--- src/rtl/seg_mux_driver.sv ---
// rtl/seg_mux_driver.sv - time-multiplexed N-digit common-anode seven-segment driver
//
// Scans NUM_DIGITS digits over one shared active-low segment bus. Each digit
// owns a slot of 2^REFRESH_DIV_W cycles. The first DEAD_CYCLES cycles of every
// slot are blanked so the previous digit's pattern never ghosts onto the next
// anode. Display data is double-buffered: load writes a shadow copy, and the
// shadow is promoted to the active copy only at the end of a full frame. This
// means a frame never mixes old and new digits.
//
// Optional feature (macro SEG_MUX_BLINK_MASK_EN): adds input blink_mask. Its
// bits are buffered alongside digit_en. An enabled digit whose mask bit is set
// is blanked while the blink output is high.
//
// Ports:
//   clk         system clock
//   reset       synchronous active-high reset
//   load        single-cycle strobe, captures digits/digit_en into the shadow buffer
//   digits      4*NUM_DIGITS, hex nibble per digit, digit i = digits[4i+3:4i]
//   digit_en    NUM_DIGITS, per-digit enable, 0 keeps the digit blank
//   blink_mask  NUM_DIGITS, per-digit blink enable (only with SEG_MUX_BLINK_MASK_EN)
//   seg         7, active-low segments {g,f,e,d,c,b,a}, registered
//   an          NUM_DIGITS, active-low anode enables, at most one low, registered
//   pending     shadow buffer holds data not yet committed
//   frame_done  one-cycle pulse in the cycle after the frame commit point
//   blink       MSB of the free-running blink counter

module seg_mux_driver #(
    parameter int NUM_DIGITS    = 2,
    parameter int REFRESH_DIV_W = 10,
    parameter int DEAD_CYCLES   = 4,
    parameter int BLINK_DIV_W   = 12
) (
    input  logic                    clk,
    input  logic                    reset,
    input  logic                    load,
    input  logic [4*NUM_DIGITS-1:0] digits,
    input  logic [NUM_DIGITS-1:0]   digit_en,
`ifdef SEG_MUX_BLINK_MASK_EN
    input  logic [NUM_DIGITS-1:0]   blink_mask,
`endif
    output logic [6:0]              seg,
    output logic [NUM_DIGITS-1:0]   an,
    output logic                    pending,
    output logic                    frame_done,
    output logic                    blink
);

    localparam int                       IDX_W    = (NUM_DIGITS > 1) ? $clog2(NUM_DIGITS) : 1;
    localparam logic [IDX_W-1:0]         LAST_IDX = IDX_W'(NUM_DIGITS - 1);
    localparam logic [REFRESH_DIV_W-1:0] DEAD_CNT = REFRESH_DIV_W'(DEAD_CYCLES);

    // Active-low {g,f,e,d,c,b,a} pattern for one hex nibble.
    function automatic logic [6:0] hex_to_seg(input logic [3:0] v);
        logic [6:0] s;
        case (v)
            4'h0:    s = 7'b1000000;
            4'h1:    s = 7'b1111001;
            4'h2:    s = 7'b0100100;
            4'h3:    s = 7'b0110000;
            4'h4:    s = 7'b0011001;
            4'h5:    s = 7'b0010010;
            4'h6:    s = 7'b0000010;
            4'h7:    s = 7'b1111000;
            4'h8:    s = 7'b0000000;
            4'h9:    s = 7'b0010000;
            4'hA:    s = 7'b0001000;
            4'hB:    s = 7'b0000011;
            4'hC:    s = 7'b1000110;
            4'hD:    s = 7'b0100001;
            4'hE:    s = 7'b0000110;
            default: s = 7'b0001110;
        endcase
        return s;
    endfunction

    // Timing state.
    logic [REFRESH_DIV_W-1:0] ref_cnt_q,   ref_cnt_d;
    logic [IDX_W-1:0]         idx_q,       idx_d;
    logic [BLINK_DIV_W-1:0]   blink_cnt_q, blink_cnt_d;

    // Double-buffered display data.
    logic [4*NUM_DIGITS-1:0]  act_dig_q,   act_dig_d;
    logic [NUM_DIGITS-1:0]    act_en_q,    act_en_d;
    logic [4*NUM_DIGITS-1:0]  shd_dig_q,   shd_dig_d;
    logic [NUM_DIGITS-1:0]    shd_en_q,    shd_en_d;
    logic                     pending_q,   pending_d;
`ifdef SEG_MUX_BLINK_MASK_EN
    logic [NUM_DIGITS-1:0]    act_mask_q,  act_mask_d;
    logic [NUM_DIGITS-1:0]    shd_mask_q,  shd_mask_d;
`endif

    // Registered pin drivers.
    logic [6:0]               seg_q,       seg_d;
    logic [NUM_DIGITS-1:0]    an_q,        an_d;
    logic                     frame_done_q, frame_done_d;

    // Scan decode of the current slot.
    logic                     tc;
    logic                     commit;
    logic [3:0]               cur_nib;
    logic                     cur_en;
    logic                     cur_blank;

    always_comb begin
        tc     = (ref_cnt_q == '1);
        commit = tc && (idx_q == LAST_IDX);

        ref_cnt_d   = ref_cnt_q + REFRESH_DIV_W'(1);
        blink_cnt_d = blink_cnt_q + BLINK_DIV_W'(1);

        idx_d = idx_q;
        if (tc) begin
            idx_d = (idx_q == LAST_IDX) ? '0 : idx_q + IDX_W'(1);
        end

        // Commit is evaluated against the old shadow before load overwrites it.
        // A load landing on the commit cycle therefore promotes the previous
        // data and leaves the new data pending for the next frame.
        act_dig_d = act_dig_q;
        act_en_d  = act_en_q;
        shd_dig_d = shd_dig_q;
        shd_en_d  = shd_en_q;
        pending_d = pending_q;
`ifdef SEG_MUX_BLINK_MASK_EN
        act_mask_d = act_mask_q;
        shd_mask_d = shd_mask_q;
`endif
        if (commit && pending_q) begin
            act_dig_d = shd_dig_q;
            act_en_d  = shd_en_q;
`ifdef SEG_MUX_BLINK_MASK_EN
            act_mask_d = shd_mask_q;
`endif
            pending_d = 1'b0;
        end
        if (load) begin
            shd_dig_d = digits;
            shd_en_d  = digit_en;
`ifdef SEG_MUX_BLINK_MASK_EN
            shd_mask_d = blink_mask;
`endif
            pending_d = 1'b1;
        end

        // Select the active data for the digit under scan.
        cur_nib   = 4'h0;
        cur_en    = 1'b0;
        cur_blank = 1'b0;
        for (int i = 0; i < NUM_DIGITS; i++) begin
            if (idx_q == IDX_W'(i)) begin
                cur_nib = act_dig_q[4*i +: 4];
                cur_en  = act_en_q[i];
`ifdef SEG_MUX_BLINK_MASK_EN
                cur_blank = act_mask_q[i] && blink_cnt_q[BLINK_DIV_W-1];
`endif
            end
        end

        // Default is fully blank, which covers the dead time, disabled
        // digits and blink-masked digits.
        seg_d = 7'h7F;
        an_d  = '1;
        if ((ref_cnt_q >= DEAD_CNT) && cur_en && !cur_blank) begin
            seg_d = hex_to_seg(cur_nib);
            for (int i = 0; i < NUM_DIGITS; i++) begin
                an_d[i] = (idx_q != IDX_W'(i));
            end
        end

        frame_done_d = commit;
    end

    always_ff @(posedge clk) begin
        if (reset) begin
            ref_cnt_q    <= '0;
            idx_q        <= '0;
            blink_cnt_q  <= '0;
            act_dig_q    <= '0;
            act_en_q     <= '0;
            shd_dig_q    <= '0;
            shd_en_q     <= '0;
            pending_q    <= 1'b0;
`ifdef SEG_MUX_BLINK_MASK_EN
            act_mask_q   <= '0;
            shd_mask_q   <= '0;
`endif
            seg_q        <= 7'h7F;
            an_q         <= '1;
            frame_done_q <= 1'b0;
        end else begin
            ref_cnt_q    <= ref_cnt_d;
            idx_q        <= idx_d;
            blink_cnt_q  <= blink_cnt_d;
            act_dig_q    <= act_dig_d;
            act_en_q     <= act_en_d;
            shd_dig_q    <= shd_dig_d;
            shd_en_q     <= shd_en_d;
            pending_q    <= pending_d;
`ifdef SEG_MUX_BLINK_MASK_EN
            act_mask_q   <= act_mask_d;
            shd_mask_q   <= shd_mask_d;
`endif
            seg_q        <= seg_d;
            an_q         <= an_d;
            frame_done_q <= frame_done_d;
        end
    end

    assign seg        = seg_q;
    assign an         = an_q;
    assign pending    = pending_q;
    assign frame_done = frame_done_q;
    assign blink      = blink_cnt_q[BLINK_DIV_W-1];

endmodule

--- config.mk ---
export PLATFORM = sky130hd
export DESIGN_NAME = seg_mux_driver
export DESIGN_NICKNAME = d
export VERILOG_FILES = /design/src/rtl/seg_mux_driver.sv
export SDC_FILE = /design/constraint.sdc
export NUM_CORES = 1
export LEC_CHECK = 0
export ABC_AREA = 1
export CAP_MARGIN = 10
export CORE_MARGIN = 2
export CORE_UTILIZATION = 50
export CTS_BUF_LIST = sky130_fd_sc_hd__clkbuf_8
export DETAILED_ROUTE_END_ITERATION = 7
export PLACE_DENSITY_LB_ADDON = 0.12
export SETUP_SLACK_MARGIN = 0.4
export SLEW_MARGIN = 20
export SYNTH_ARGS = -nofsm -noshare
export SYNTH_HDL_FRONTEND = slang
export SYNTH_SLANG_ARGS = --single-unit
--- constraint.sdc ---
create_clock -name clk -period 2.6 [get_ports clk]
set_input_delay 0.52 -clock clk [delete_from_list [all_inputs] [get_ports clk]]
set_output_delay 0.52 -clock clk [all_outputs]
set_load 0.005 [all_outputs]
==> metrics.md <==
| Metric | Value |
|---|---|
| Initial core utilization | `between 50% and 60%` |
| Post-Place Setup Slack | `0.6167 ns` |
| Placer Congestion | `~0.81` |
| Via/cell ratio | `4.766` |
| Ratio of total power to cell area | `508.6 mW/mm²` |
| Synth Warn # | `0` |
| Post-synth EDFFs | `0` |
| Num CTS Buffers | `5` |
| Register area share after synthesis | `a little under half` |
| Htree depth | `2` |
| Vias | `1,916` |
| Setup TNS | `0 ns` |
| Fraction of layout cells with a size suffix above 1 | `approximately 6.3%` |
| Slew @ Worst Pin | `0.5388 ns` |
| Final hold viol count | `0` |
| Area leader, netlist | `dfxtp_1` |
| Residual DRC | `0` |
| IO Pins | `25` |
| Fin crit share | `around 77%` |
| Root buffer cell | `clkbuf_8` |
| Drt first-iter violations | `95` |
| Initial antenna violation count | `0` |
| Crit end category | `output port` |
| Syn nets | `344` |
| Final setup margin | `0.5971 ns` |
| Finish-stage setup viols | `0` |
| WP data arrival | `1.48 ns` |
| DR WL/cell | `10.02 µm` |
| Min-Delay Path Class | `flip-flop to flip-flop` |
| Global route total overflow | `0` |
| Count of cells resized by post-cts repair | `0` |
| Final WL | `4027 µm` |
| Clk_lat worst skew | `0.31 ns` |
| Synthesized cell area | `~0.0024 mm²` |
| Die ar. | `0.005341 mm²` |
| Clock Skew | `0.008037 ns` |
| Register area | `0.001081 mm²` |
| First-pass GRT wire length | `7024 µm` |
| Clock sink count | `54` |
| Critical path's top delay family | `flip-flops` |
| Crit Path Category | `flip-flop to output port` |
| Post-layout min period | `2.003 ns` |
| Worst-path maximum fanout | `13` |
| Die Y | `73.08 µm` |
| Ys async rst share | `0%` |
| Core Area | `0.004661 mm²` |
| N_diodes | `0` |
| Final cell count without fillers | `approximately 400` |
| Crit start category | `flip-flop` |
| Ys flop type | `dfxtp_1` |
| Final slew viol count | `0` |
| Clock tree from TritonCTS | `done` |
| Number of core rows | `25` |
| Fmax | `roughly 500 MHz` |
| # Post-CTS Setup Buffers | `0` |
| Filler instances | `436` |
| Leakage | `1.138 nW` |
| Unrepaired setup endpoints after global routing | `no` |
| WP buf/inv | `1` |
| Pwr Total | `0.001407 W` |
| Top cells by area, synth | `dfxtp_1 (45%), nand2_1 (8.5%), nor2_1 (8.2%)` |
| Final HPWL DP | `roughly 2900 µm` |
| Worst rel slew slack | `between 60 and 70%` |
| Die X-Extent | `73.08 µm` |
| Largest net degree at the start of global routing | `34` |
| Yosys top cell area share | `a little under half` |
| Post-route ant nets | `0` |
| CP cell instances | `clkdlybuf4s50_1` |
| Multi-input gate area | `approximately 0.0011 mm²` |
| Final net count | `369` |
| Synth Instances | `roughly 320` |
| Placed cells | `394` |
| CTS clk-pin slew, worst paths | `0.09 ns` |
| Synth cell types | `29` |
| Delay of the slowest critical-path stage | `between 0.5 and 0.6 ns` |
| CP Data Required Time | `roughly 2.1 ns` |
| CTS Hold Bufs | `0` |
| Clock Path Buffers | `2` |
| PortBufs | `24` |
| 1st-pass router iterations | `4` |
| Status | `completed` |
| Vias in the first global route | `1,673` |
| Crit-path slowest cell | `dfxtp_1` |
| Syn Area/Cell | `7.410 µm²` |
| Most frequent cells in the layout | `nand2_1 (54), dfxtp_1 (54), nor2_1 (52)` |
| MaxCap Viol Count | `0` |
| Peak VDD IR | `about 0.35 mV` |
| Global Route Usage Sum | `16.59%` |
| Area growth syn-to-layout | `15.94%` |
| FF+latch count, synth | `54` |
==> sequential cells by signal, summed over array words and instances (netlist names) <==
register,count
blink_cnt_q,12
act_dig_q,8
act_en_q,2
frame_done,1
seg,7
an,2
shd_dig_q,8
shd_en_q,2
ref_cnt_q,10
pending,1
idx_q,1
==> layer usage <==
metal	global-route usage, %	share of wire, %	vias up
met5	0	0	-
met4	6.996	1.5	0
met3	4.282	3.3	7
met2	25.73	43	26
met1	21.85	53	812
li1	-	-	1071
==> final timing paths <==
| kind | from | to | slack, ns | depth (start not counted) |
|---|---|---|---|---|
| worst min-delay path | blink_cnt_q[0]$_SDFF_PP0_ | blink_cnt_q[0]$_SDFF_PP0_ | 0.46 | 1 |
| worst max-delay path | pending$_SDFFE_PP0P_ | pending | 0.60 | 1 |
| worst min register to register | blink_cnt_q[0]$_SDFF_PP0_ | blink_cnt_q[0]$_SDFF_PP0_ | 0.46 | 1 |
| worst max register to register | idx_q$_SDFFE_PP0N_ | seg[0]$_SDFF_PP1_ | 0.70 | 9 |
==> cell usage after synthesis, types with 2 or more instances <==
| master | number |
|---|---|
| dfxtp_1 | 54 |
| nand2_2 | 3 |
| nor2_1 | 52 |
| ha_1 | 9 |
| clkbuf_1 | 6 |
| nand3_1 | 23 |
| nand2_1 | 54 |
| nor2_4 | 3 |
| o21ai_0 | 25 |
| nor3_1 | 5 |
| inv_1 | 45 |
| nand4_1 | 2 |
| o211ai_1 | 2 |
| o21ai_2 | 2 |
| a21oi_1 | 23 |
==> cells by family (layout without fill, tap and decap cells) <==
group	after synthesis	count (layout)	synth area share, %
simple gates	147	147	28.16
compound gates	57	57	12.80
flops	54	54	45.31
buf+inv	54	80	8.652
fa+ha+maj	9	9	4.720
xor+xnor	1	1	0.3671
==> final cells by class <==
cell class | instances | area share (%)
multi-input cells | 214 | 39.71
inverters | 46 | 6.242
clock inverters | 2 | 0.3166
flip-flops and latches | 54 | 39.08
well taps | 54 | 2.442
clock buffers | 6 | 2.985
repair buffers | 26 | 9.227
==> report_power, final <==
part	switching (W)	total (W)	leakage [nW]	internal, W
logic	0.0000396	0.0000764	0.646	0.0000368
registers	0.0000119	0.000858	0.439	0.000846
clock network	0.000261	0.000473	0.0524	0.000212
total	0.000313	0.00141	1.14	0.00109
==> through the flow <==
stage	hold slack (ns)	cell area, µm²	util (%)
floorplan	0.4176	2386	-
global placement	0.4287	2675	57.40
detailed placement	0.4407	2675	57.40
CTS	0.4585	2766	59.36
global route	0.4823	2766	59.36
finish	0.4561	2766	59.36
==> worst register-to-register path, delay by kind of cell, from the launching register on <==
kind | cells | cell delay (ns)
fa+ha+maj | 1 | 0.17
buf+inv | 3 | 0.45
flops | 1 | 0.57
simple gates | 5 | 0.65
(Power assumes the default switching activity.)
